`src/rtl/mem_access_unit.sv`:
```
// Memory-stage load/store engine: turns decoder load/store controls into a
// req/ack data-memory transaction, stalls while it is outstanding, and formats load data.
module mem_access_unit #(
    parameter int unsigned TIMEOUT = 16,
    parameter int unsigned CNT_W   = 5
) (
    input  logic        clk,
    input  logic        rst,
    input  logic        MemRead,
    input  logic        MemWrite,
    input  logic [2:0]  Loadop,
    input  logic [1:0]  Saveop,
    input  logic [31:0] addr,
    input  logic [31:0] store_data,
    output logic        stall,
    output logic        load_valid,
    output logic [31:0] load_data,
    output logic        addr_err,
    output logic        op_err,
    output logic        bus_err,
    output logic        dmem_req,
    output logic        dmem_we,
    output logic [31:0] dmem_addr,
    output logic [3:0]  dmem_be,
    output logic [31:0] dmem_wdata,
    input  logic        dmem_ack,
    input  logic [31:0] dmem_rdata
);
    typedef enum logic [1:0] {S_IDLE, S_WAIT, S_RESP} state_t;

    localparam logic [2:0] LD_LB   = 3'b001;
    localparam logic [2:0] LD_LBU  = 3'b010;
    localparam logic [2:0] LD_LH   = 3'b011;
    localparam logic [2:0] LD_LHU  = 3'b100;
    localparam logic [2:0] LD_NONE = 3'b111;
    localparam logic [1:0] ST_SB   = 2'b01;
    localparam logic [1:0] ST_SH   = 2'b10;
    localparam logic [1:0] ST_NONE = 2'b11;

    state_t           state_q, state_d;
    logic [CNT_W-1:0] cnt_q, cnt_d;
    logic             is_load_q, is_load_d;
    logic [2:0]       lop_q, lop_d;
    logic [1:0]       off_q, off_d;
    logic             dmem_req_q, dmem_req_d;
    logic             dmem_we_q, dmem_we_d;
    logic [31:0]      dmem_addr_q, dmem_addr_d;
    logic [3:0]       dmem_be_q, dmem_be_d;
    logic [31:0]      dmem_wdata_q, dmem_wdata_d;
    logic             load_valid_q, load_valid_d;
    logic [31:0]      load_data_q, load_data_d;
    logic             addr_err_q, addr_err_d;
    logic             op_err_q, op_err_d;
    logic             bus_err_q, bus_err_d;
    logic             stall_c;

    logic        start, illegal, misaligned, is_byte, is_half;
    logic [7:0]  rd_byte;
    logic [15:0] rd_half;

    // Request decode: access size, legality and alignment
    always_comb begin
        start   = MemRead | MemWrite;
        illegal = (MemRead & MemWrite) | (MemRead & (Loadop == LD_NONE))
                | (MemWrite & (Saveop == ST_NONE));
        if (MemRead) begin
            is_byte = (Loadop == LD_LB) | (Loadop == LD_LBU);
            is_half = (Loadop == LD_LH) | (Loadop == LD_LHU);
        end else begin
            is_byte = (Saveop == ST_SB);
            is_half = (Saveop == ST_SH);
        end
        misaligned = is_byte ? 1'b0 : (is_half ? addr[0] : (|addr[1:0]));
        rd_byte    = 8'(dmem_rdata >> {off_q, 3'b000});
        rd_half    = off_q[1] ? dmem_rdata[31:16] : dmem_rdata[15:0];
    end

    // Next-state and output logic
    always_comb begin
        state_d      = state_q;
        cnt_d        = cnt_q;
        is_load_d    = is_load_q;
        lop_d        = lop_q;
        off_d        = off_q;
        dmem_req_d   = dmem_req_q;
        dmem_we_d    = dmem_we_q;
        dmem_addr_d  = dmem_addr_q;
        dmem_be_d    = dmem_be_q;
        dmem_wdata_d = dmem_wdata_q;
        load_valid_d = 1'b0;
        load_data_d  = load_data_q;
        addr_err_d   = 1'b0;
        op_err_d     = 1'b0;
        bus_err_d    = 1'b0;
        stall_c      = 1'b0;

        case (state_q)
            S_IDLE: begin
                if (start) begin
                    if (illegal) begin
                        op_err_d = 1'b1;
                    end else if (misaligned) begin
                        addr_err_d = 1'b1;
                    end else begin
                        stall_c     = 1'b1;
                        state_d     = S_WAIT;
                        cnt_d       = '0;
                        is_load_d   = MemRead;
                        lop_d       = Loadop;
                        off_d       = addr[1:0];
                        dmem_req_d  = 1'b1;
                        dmem_we_d   = MemWrite;
                        dmem_addr_d = {addr[31:2], 2'b00};
                        if (MemRead) begin
                            dmem_be_d    = 4'b1111;
                            dmem_wdata_d = '0;
                        end else if (Saveop == ST_SB) begin
                            dmem_be_d    = 4'b0001 << addr[1:0];
                            dmem_wdata_d = {4{store_data[7:0]}};
                        end else if (Saveop == ST_SH) begin
                            dmem_be_d    = addr[1] ? 4'b1100 : 4'b0011;
                            dmem_wdata_d = {2{store_data[15:0]}};
                        end else begin
                            dmem_be_d    = 4'b1111;
                            dmem_wdata_d = store_data;
                        end
                    end
                end
            end
            S_WAIT: begin
                stall_c = 1'b1;
                if (dmem_ack) begin
                    dmem_req_d = 1'b0;
                    state_d    = S_RESP;
                    if (is_load_q) begin
                        load_valid_d = 1'b1;
                        case (lop_q)
                            LD_LB:   load_data_d = {{24{rd_byte[7]}}, rd_byte};
                            LD_LBU:  load_data_d = {24'd0, rd_byte};
                            LD_LH:   load_data_d = {{16{rd_half[15]}}, rd_half};
                            LD_LHU:  load_data_d = {16'd0, rd_half};
                            default: load_data_d = dmem_rdata;
                        endcase
                    end
                end else if ((TIMEOUT != 0) && (cnt_q == CNT_W'(TIMEOUT - 1))) begin
                    dmem_req_d = 1'b0;
                    state_d    = S_RESP;
                    bus_err_d  = 1'b1;
                end else begin
                    cnt_d = cnt_q + CNT_W'(1);
                end
            end
            // Same instruction is still presented here, so MemRead/MemWrite are ignored
            S_RESP: state_d = S_IDLE;
            default: state_d = S_IDLE;
        endcase
    end

    always_ff @(posedge clk or posedge rst) begin
        if (rst) begin
            state_q      <= S_IDLE;
            cnt_q        <= '0;
            is_load_q    <= 1'b0;
            lop_q        <= '0;
            off_q        <= '0;
            dmem_req_q   <= 1'b0;
            dmem_we_q    <= 1'b0;
            dmem_addr_q  <= '0;
            dmem_be_q    <= '0;
            dmem_wdata_q <= '0;
            load_valid_q <= 1'b0;
            load_data_q  <= '0;
            addr_err_q   <= 1'b0;
            op_err_q     <= 1'b0;
            bus_err_q    <= 1'b0;
        end else begin
            state_q      <= state_d;
            cnt_q        <= cnt_d;
            is_load_q    <= is_load_d;
            lop_q        <= lop_d;
            off_q        <= off_d;
            dmem_req_q   <= dmem_req_d;
            dmem_we_q    <= dmem_we_d;
            dmem_addr_q  <= dmem_addr_d;
            dmem_be_q    <= dmem_be_d;
            dmem_wdata_q <= dmem_wdata_d;
            load_valid_q <= load_valid_d;
            load_data_q  <= load_data_d;
            addr_err_q   <= addr_err_d;
            op_err_q     <= op_err_d;
            bus_err_q    <= bus_err_d;
        end
    end

    assign stall      = stall_c & ~rst;
    assign load_valid = load_valid_q;
    assign load_data  = load_data_q;
    assign addr_err   = addr_err_q;
    assign op_err     = op_err_q;
    assign bus_err    = bus_err_q;
    assign dmem_req   = dmem_req_q;
    assign dmem_we    = dmem_we_q;
    assign dmem_addr  = dmem_addr_q;
    assign dmem_be    = dmem_be_q;
    assign dmem_wdata = dmem_wdata_q;
endmodule

```
`config.mk`:
```
export PLATFORM = sky130hd
export DESIGN_NAME = mem_access_unit
export DESIGN_NICKNAME = d
export VERILOG_FILES = /design/src/rtl/mem_access_unit.sv
export SDC_FILE = /design/constraint.sdc
export NUM_CORES = 1
export LEC_CHECK = 0
export ABC_AREA = 1
export CAP_MARGIN = 20
export CORE_ASPECT_RATIO = 1.4
export CORE_MARGIN = 10
export CORE_UTILIZATION = 32
export CTS_BUF_LIST = sky130_fd_sc_hd__clkbuf_4 sky130_fd_sc_hd__clkbuf_8
export CTS_CLUSTER_DIAMETER = 150
export DETAILED_ROUTE_END_ITERATION = 8
export PLACE_DENSITY_LB_ADDON = 0.12
export RECOVER_POWER = 50
export SLEW_MARGIN = 20
export SYNTH_ARGS = -nofsm -noshare
export SYNTH_HDL_FRONTEND = slang
export SYNTH_SLANG_ARGS = --single-unit
```
`constraint.sdc`:
```
create_clock -name clk -period 5.18 [get_ports clk]
set_input_delay 0.518 -clock clk [delete_from_list [all_inputs] [get_ports clk]]
set_output_delay 0.518 -clock clk [all_outputs]
set_load 0.02 [all_outputs]
```
==> impl_metrics.json, run 1 <==
{
  "grt_start_max_net_pins": 61,
  "peakVddDrop_mv": 0.232,
  "ant_nets": 0,
  "die_area_mm2": 0.0254,
  "synth_ff_type": "dfrtp_1",
  "ctsRootBufferMaster": "clkbuf_8",
  "ios": 213,
  "htreeDepth": 4,
  "design_area_mm2": 0.00883,
  "dr.pass1.iters": 4,
  "arrival_ns": 3.33,
  "netlist_instances": 772,
  "syn_area_mm2": 0.00618,
  "drc": 0,
  "final_common_cell": "nand2_1",
  "synthDominantCellAreaShare_pct": 47.3,
  "drive_above_1_share_pct": 10.2,
  "synth-edff-count": 0,
  "cts_sinks": 117,
  "slew_violations": 42,
  "grt_pass1_vias": 5713,
  "p_seq_share_pct": 31.1,
  "violations": "max-capacitance violations, max-slew violations",
  "cp.required_ns": 4.66,
  "antenna_found_initial": 0,
  "grt_usage_pct": 16.1,
  "grt_setup_unrepaired": "false",
  "grt_pass1_wl_mm": 31.5,
  "maxCapViolations": 1,
  "leakagePower_nw": 4.22,
  "rows": 60,
  "worst_slew_pin_slew_ns": 2.31,
  "overflow": 0,
  "outcome": "complete, but fails checks",
  "hold_viol_final": 0,
  "cts_made_buffers": 17,
  "p_int_mw": 3.00,
  "post_cts_resized": 0,
  "clock_path_buffers": 2,
  "drt_iter0_drc": 361,
  "setup_viol": 0,
  "comb_power_share_pct": 48.4,
  "vias_per_cell": 4.62,
  "ys_seq_area_share_pct": 47.3,
  "crit_type": "input port to primary output",
  "clkTransAtPathRegs_ns": 0.07,
  "nets": 1074,
  "cp_max_fo": 34,
  "ys_ff_latch": 117,
  "initial_core_util_pct": 32.3,
  "ys_top_cells_by_area": "dfrtp_1 47%, nand2_1 14%, o21ai_2 7.5%",
  "final_util_pct": 46.1,
  "placed_cell_area_mm2": 0.00834,
  "cp-end-kind": "primary output",
  "switching_share_pct": 41.1,
  "n_antenna_cell": 0,
  "coreArea_mm2": 0.0191,
  "vias": 5659,
  "postSynthAreaPerCell_um2": 8.01,
  "die_w_um": 137,
  "async_flop_share_pct": 100,
  "postCtsHoldBufs": 0,
  "skew_ns": 0.0121,
  "setup_tns_ns": 0,
  "worstSetupStartpointType": "input port",
  "yosysWarnings": 0,
  "layout_common_cells": "236 x nand2_1, 160 x clkdlybuf4s50_1, 117 x dfrtp_1",
  "hold_path_class": "flip-flop to flip-flop",
  "insertion_delay_ns": 0.44,
  "globalplace.congestion": 0.836,
  "wire_per_inst_um": 16.8,
  "max-slew-margin-rel_pct": -54.1,
  "numPortBuffers": 210,
  "cellPowerDensity_mw_per_mm2": 576,
  "p_switching_mw": 2.09,
  "die_h_um": 184,
  "period_minus_slack_ns": 3.85,
  "tritoncts": "built",
  "hpwlAfterDp_mm": 15.9,
  "synth_top_cell_by_area": "dfrtp_1",
  "yosysUniqueCellTypes": 26,
  "final.period_utilization_pct": 74.4,
  "wirelength_mm": 20.6,
  "clockPowerShare_pct": 20.5,
  "cts_setup_buffers": 0,
  "clock.fmax_ghz": 0.260,
  "area_growth_pct": 42.7
}
==> registers in the layout, indices dropped and copies added (netlist names) <==
register,flops
op_err,1
cnt_q,5
bus_err,1
is_load_q,1
load_data,32
addr_err,1
dmem_addr,30
dmem_be,4
lop_q,3
state_q,2
load_valid,1
dmem_req,1
dmem_we,1
off_q,2
dmem_wdata,32
==> final cells by class <==
| class | count | area (um^2) |
|---|---|---|
| Inverter | 89 | 335 |
| Clock buffer | 22 | 290 |
| Clock inverter | 9 | 198 |
| Timing Repair Buffer | 215 | 2140 |
| Sequential cell | 117 | 2930 |
| Multi-Input combinational cell | 526 | 2630 |
| Tap cell | 248 | 310 |
| Fill cell | 1936 | 10300 |
==> worst max-delay path, stage by stage <==
cell	delay (ns)
clkdlybuf4s50_1	0.60
inv_1	0.80
nand3_1	0.15
nand2_1	0.10
inv_1	0.04
nand2_1	0.05
nand2_1	0.07
nand3_1	0.19
nand3_1	0.12
nor2_1	0.10
clkdlybuf4s50_1	0.61
==> final timing paths <==
check | start | endpoint | slack, ns | cells after the start
min reg2reg | load_data[8] | load_data[8] | 0.47 | 2
min | load_data[8] | load_data[8] | 0.47 | 2
max | MemRead | stall | 1.33 | 11
max reg2reg | state_q[1] | load_data[22] | 2.55 | 8
min in group asynchronous | rst | op_err | 0.71 | 2
max in group asynchronous | rst | load_data[5] | 1.84 | 3
==> stage by stage <==
| stage | setup WS [ns] | power, mW | cells | hold WS [ns] |
|---|---|---|---|---|
| after floorplan | 1.56 | 3.05 | 773 | 0.442 |
| after global placement | 1.56 | 4.15 | 1195 | 0.459 |
| after detailed placement | 1.51 | 4.16 | 1195 | 0.464 |
| after global routing | 1.03 | 5.44 | 1226 | 0.498 |
| final | 1.33 | 5.08 | 1226 | 0.473 |
| after CTS | 1.59 | 5.23 | 1226 | 0.378 |
==> kinds of logic (layout without fill, tap and decap cells) <==
group,count (synthesis),after routing,synth area share [%]
AND/OR/NAND/NOR,312,312,20.3
AO/OA/AOI/OAI,202,202,20.5
buffers and inverters,130,335,10.2
flip-flops,117,117,47.3
multiplexers,7,7,1.13
adder cells (fa/ha/maj),2,2,0.405
other,1,2,0.0606
XOR/XNOR,1,1,0.142
==> metal layers <==
layer,wire length (um),global-route usage (%),vias to the layer above,share of wire (%)
li1,-,-,2872,-
met1,7660,17.1,2586,37
met2,10900,28.4,186,53
met3,1840,6.49,15,9.0
met4,206,4.31,0,1.0
met5,0,0,-,0
==> power by group through the flow <==
stage               registers [mW]  logic, mW  clock network (mW)
global route                  1.64       2.69                1.11
floorplan                     1.97       1.08                   0
finish                        1.58       2.46                1.04
global placement              1.60       2.55                   0
CTS                           1.59       2.57                1.08
detailed placement            1.60       2.56                   0
==> synthesized netlist by cell type (3+ instances only) <==
cell      instances
nand2_1         236
nand3_1          22
buf_4             3
inv_2             5
mux2i_1           7
nand2_2           3
o211ai_1         22
o21ai_2          53
o21ai_1          15
a21oi_1          44
buf_2             9
nor2_1           43
dfrtp_1         117
o21ai_0          68
buf_6            16
clkbuf_1         12
inv_1            84
(Power assumes the default switching activity.)
==> run 2: changes to the inputs <==
==> constraint.sdc (replaced) <==
create_clock -name clk -period 4 [get_ports clk]
set_input_delay 0.4 -clock clk [delete_from_list [all_inputs] [get_ports clk]]
set_output_delay 0.4 -clock clk [all_outputs]
set_load 0.02 [all_outputs]
==> run 2 against run 1 <==
  * The flow still finishes with violations (max-capacitance violations, max-slew violations)
  * Global-route usage increased by 0.14 points
  * Hold slack about the same
  * Utilization hardly changed
  * Largest cell class unchanged
  * Via count up 1.3%
  * Clock skew grew 0.0012 ns
  * Largest power group unchanged
  * Flip-flop and latch count unchanged
  * Critical endpoint unchanged
  * Final cell count is 0.24% higher
  * Non-clock buffer count up 3
  * Register-to-register slack worse by 1.6 ns
  * Sequential share of layout area is essentially flat
  * Clock-buffer cell count did not move
  * Clock power increased by 13%
==> impl_metrics.json, run 2 (same netlist as run 1, synthesis figures left out) <==
{
  "outcome": "complete, but fails checks",
  "violations": "max-capacitance violations, max-slew violations",
  "ctsRootBufferMaster": "clkbuf_8",
  "coreArea_mm2": 0.0191,
  "clock_path_buffers": 2,
  "arrival_ns": 2.72,
  "wl_met2_mm": 10.7,
  "ant_nets": 0,
  "hold_viol_final": 0,
  "nets": 1077,
  "layout_common_cells": "236 x nand2_1, 161 x clkdlybuf4s50_1, 117 x dfrtp_1",
  "p_int_mw": 3.72,
  "n_antenna_cell": 0,
  "post_cts_resized": 0,
  "wire_per_inst_um": 16.9,
  "worst_slew_pin_slew_ns": 2.49,
  "max-slew-margin-rel_pct": -66.4,
  "final.period_utilization_pct": 78.0,
  "die_area_mm2": 0.0254,
  "grt_usage_pct": 16.2,
  "hold_path_class": "flip-flop to flip-flop",
  "place_inst": 1198,
  "vias_per_cell": 4.66,
  "vias": 5732,
  "cts_sinks": 117,
  "drt_iter0_drc": 425,
  "p_total_mw": 6.44,
  "layoutNonFillerInstCount": 1229,
  "insertion_delay_ns": 0.44,
  "leakagePower_nw": 4.22,
  "cts_made_buffers": 17,
  "clkTransAtPathRegs_ns": 0.06,
  "placed_cell_area_mm2": 0.00840,
  "overflow": 0,
  "wl_met3_mm": 1.63,
  "die_h_um": 184,
  "cts_setup_buffers": 0,
  "antenna_found_initial": 0,
  "cellPowerDensity_mw_per_mm2": 730,
  "clock.fmax_ghz": 0.321,
  "maxCapViolations": 1,
  "tritoncts": "built",
  "p_switching_mw": 2.72,
  "dr.pass1.iters": 4,
  "switching_share_pct": 42.2,
  "globalplace.congestion": 0.883,
  "die_w_um": 137,
  "setup_tns_ns": 0,
  "top_layer": "met4",
  "cp-end-kind": "primary output",
  "grt_start_max_net_pins": 64,
  "final_util_pct": 46.1,
  "initial_core_util_pct": 32.3,
  "setup_viol": 0,
  "cp.required_ns": 3.60,
  "worstSetupStartpointType": "input port",
  "clockPowerShare_pct": 18.3,
  "numPortBuffers": 210,
  "drt-met1-wl_mm": 8.07,
  "peakVddDrop_mv": 0.322,
  "slowest_delay_ns": 0.68,
  "slew_violations": 63,
  "wirelength_mm": 20.7,
  "rows": 60,
  "fillers": 1910,
  "skew_ns": 0.0133,
  "period_minus_slack_ns": 3.12,
  "htreeDepth": 4,
  "hpwlAfterDp_mm": 15.8,
  "crit_type": "input port to primary output",
  "crit_path_top_delay_cell": "dlygate4sd3_1",
  "grt_setup_unrepaired": "false",
  "grt_pass1_vias": 5846,
  "area_growth_pct": 42.6,
  "design_area_mm2": 0.00882,
  "grt_pass1_wl_mm": 32.0,
  "path_cells": "dlygate4sd3_1 > inv_1 > nand3_1 > nand2_1 > inv_1 > nand2_1 > nand2_1 > nand3_1 > nand3_1 > nor2_1 > clkdlybuf4s50_1",
  "drive_above_1_share_pct": 10.4,
  "cp_max_fo": 11,
  "final_common_cell": "nand2_1",
  "comb_power_share_pct": 50.0,
  "postCtsHoldBufs": 0,
  "p_seq_share_pct": 31.6,
  "drc": 0,
  "ios": 213
}
-- run 2: changes by cell type in the layout (fill, tap and decap cells not counted) --
cell / previous run / this run
inv_1: 84 / 85
clkbuf_8: 20 / 21
clkinvlp_4: 1 / 2
dlygate4sd3_1: 50 / 49
buf_12: 0 / 3
bufinv_16: 6 / 3
clkbuf_4: 2 / 1
clkdlybuf4s50_1: 160 / 161
clkinv_2: 2 / 4
clkinvlp_2: 1 / 0
-- run 2: area by class of cell --
| type | count | area, um^2 | area share, % |
|---|---|---|---|
| clock buffers | 22 | 297 | 3.36 |
| flip-flops and latches | 117 | 2930 | 33.2 |
| multi-input cells | 526 | 2630 | 29.8 |
| inverters | 89 | 334 | 3.79 |
| well taps | 248 | 310 | 3.52 |
| repair buffers | 218 | 2200 | 24.9 |
| clock inverters | 9 | 125 | 1.42 |
-- run 2: worst paths after layout --
path | startpoint | endpoint | slack (ns) | cells past startpoint
max | MemRead | stall | 0.88 | 11
min | load_data[0] | load_data[0] | 0.47 | 2
max reg2reg | state_q[1] | load_data[7] | 0.92 | 9
min reg2reg | load_data[0] | load_data[0] | 0.47 | 2
max in group asynchronous | rst | load_data[0] | 1.25 | 2
min in group asynchronous | rst | cnt_q[3] | 1.31 | 2
-- run 2: power groups by stage --
stage / Clock (mW) / Combinational, mW / Sequential (mW)
floorplan: 0 / 1.40 / 2.55
global placement: 0 / 3.33 / 2.06
detailed placement: 0 / 3.35 / 2.07
CTS: 1.22 / 3.35 / 2.05
global route: 1.27 / 3.53 / 2.11
finish: 1.18 / 3.22 / 2.04
-- run 2: metal layers --
layer / track usage [%] / up-vias
li1: - / 2874
met1: 18.2 / 2668
met2: 27.5 / 171
met3: 5.86 / 19
met4: 5.41 / 0
met5: 0 / -
-- run 2: metrics by stage --
stage                     hold slack, ns  worst slack [ns]
after floorplan                    0.442             0.499
after global placement             0.464              1.00
after detailed placement           0.465              1.00
after CTS                          0.476             0.991
after global routing               0.487             0.592
final                              0.473             0.880
-- run 2: critical path: cells and delay by family --
| kind | cells | cell delay (ns) |
|---|---|---|
| buffers and inverters | 4 | 1.62 |
| and+or+nand+nor | 7 | 0.69 |
==> run 3: changes to the inputs <==
==> constraint.sdc (replaced) <==
create_clock -name clk -period 3.25 [get_ports clk]
set_input_delay 0.325 -clock clk [delete_from_list [all_inputs] [get_ports clk]]
set_output_delay 0.325 -clock clk [all_outputs]
set_load 0.02 [all_outputs]
==> run 3 against run 2 <==
  * Die area unchanged
  * Worst setup slack got worse by 0.43 ns
  * Sequential power grew 21%
  * Register-to-register slack better by 0.07 ns
  * The run still ends with max-capacitance violations, max-slew violations left
  * Routed wire length down 0.38%
  * Via count shrank 0.28%
==> impl_metrics.json, run 3 (same netlist as run 1, synthesis figures left out) <==
{
  "numPortBuffers": 210,
  "maxCapViolations": 1,
  "vias_per_cell": 4.63,
  "cp-startpoint": "MemRead",
  "ios": 213,
  "grtUsageMet1_pct": 17.6,
  "dr.pass1.iters": 5,
  "worstRegToRegCells": 7,
  "grt_pass1_vias": 5632,
  "final_util_pct": 46.3,
  "antenna_found_initial": 0,
  "period_minus_slack_ns": 2.80,
  "cts_setup_buffers": 0,
  "use_met3_pct": 7.14,
  "rrSetupSlack_ns": 0.99,
  "final.period_utilization_pct": 86.0,
  "setup_viol": 0,
  "ant_nets": 0,
  "crit_type": "input port to primary output",
  "design_area_mm2": 0.00887,
  "placed_cell_area_mm2": 0.00844,
  "r2r_start": "off_q[1]",
  "worstSetupStartpointType": "input port",
  "violations": "max-capacitance violations, max-slew violations",
  "setup_tns_ns": 0,
  "outcome": "complete, but fails checks",
  "post_cts_resized": 0,
  "hp-start": "addr[11]",
  "die_area_mm2": 0.0254,
  "overflow": 0,
  "vias": 5716,
  "pre_cts_slack_ns": 0.488,
  "postCtsHoldBufs": 0,
  "coreArea_mm2": 0.0191,
  "slew_violations": 118,
  "hpwlAfterDp_mm": 15.6,
  "initial_core_util_pct": 32.3,
  "die_h_um": 184,
  "insertion_delay_ns": 0.44,
  "cp_max_fo": 11,
  "grt.busiest_layer": "met2",
  "cp.required_ns": 2.92,
  "fillers": 1918,
  "nets": 1081,
  "drc": 0,
  "holdPathEnd": "dmem_addr[11]",
  "n_antenna_cell": 0,
  "wire_per_inst_um": 16.7,
  "max-slew-margin-rel_pct": -11.8,
  "skew_ns": 0.0129,
  "clkTransAtPathRegs_ns": 0.08,
  "hold_viol_final": 0,
  "globalplace.congestion": 0.877,
  "clock.fmax_ghz": 0.358,
  "layout_setup_ws_ns": 0.454,
  "layout_common_cells": "236 x nand2_1, 160 x clkdlybuf4s50_1, 117 x dfrtp_1",
  "leakagePower_nw": 4.23,
  "grt_usage_pct": 16.1,
  "arrival_ns": 2.47,
  "cts_made_buffers": 17,
  "min_path_cells": 3,
  "tritoncts": "built",
  "grt_start_max_net_pins": 118,
  "drive_above_1_share_pct": 11.2,
  "wirelength_mm": 20.6,
  "grt_use_met2_pct": 27.6,
  "final_common_cell": "nand2_1",
  "clock_path_buffers": 2,
  "ctsRootBufferMaster": "clkbuf_8",
  "die_w_um": 137,
  "cts_sinks": 117,
  "hold_path_class": "input port to flip-flop",
  "grt_pass1_wl_mm": 31.6,
  "rows": 60,
  "r2r_end": "load_data[8]",
  "peakVddDrop_mv": 0.480,
  "drt_iter0_drc": 381,
  "grt_setup_unrepaired": "false",
  "worst_slew_pin_slew_ns": 1.68,
  "htreeDepth": 4,
  "area_growth_pct": 43.4,
  "cp-end-kind": "primary output",
  "cellPowerDensity_mw_per_mm2": 904
}
==> run 3: report_power, final <==
group	internal, mW	total (mW)	switching [mW]
Combinational	1.67	4.04	2.37
Clock	0.884	1.52	0.635
Sequential	2.09	2.46	0.371
Total	4.64	8.02	3.38
==> run 3: layout make-up <==
cell class	count	area [um^2]	share of cell area, %
Timing Repair Buffer	222	2220	25.0
Tap cell	248	310	3.50
Multi-Input combinational cell	526	2630	29.7
Sequential cell	117	2930	33.0
Inverter	89	338	3.81
Clock buffer	20	269	3.03
Clock inverter	12	178	2.00
==> run 3: routing by layer <==
layer,routed length (um),up-vias
met5,0,-
met4,276,0
met3,2010,24
met2,10500,183
met1,7850,2630
li1,-,2879
==> run 3: how the worst max path moves through the flow <==
stage	endpoint	slack [ns]	cells past startpoint
after floorplan	cnt_q[0]	1.40	10
after global placement	stall	0.49	11
after detailed placement	stall	0.49	11
after CTS	stall	0.49	11
after global routing	stall	0.22	11
final	stall	0.45	11
==> run 3: worst max-delay path: stages <==
cell and delay (ns):
dlygate4sd3_1 0.69, inv_2 0.15, nand3_1 0.08, nand2_1 0.06
inv_1 0.04, nand2_1 0.05, nand2_1 0.07, nand3_1 0.18
nand3_1 0.12, nor2_1 0.10, clkdlybuf4s50_1 0.61
==> run 3: per-stage QoR <==
step	hold slack [ns]	instances	total power [mW]
floorplan	0.391	773	4.87
global placement	0.457	1202	6.66
detailed placement	0.465	1202	6.68
CTS	0.395	1234	8.25
global route	0.415	1234	8.59
finish	0.425	1234	8.02
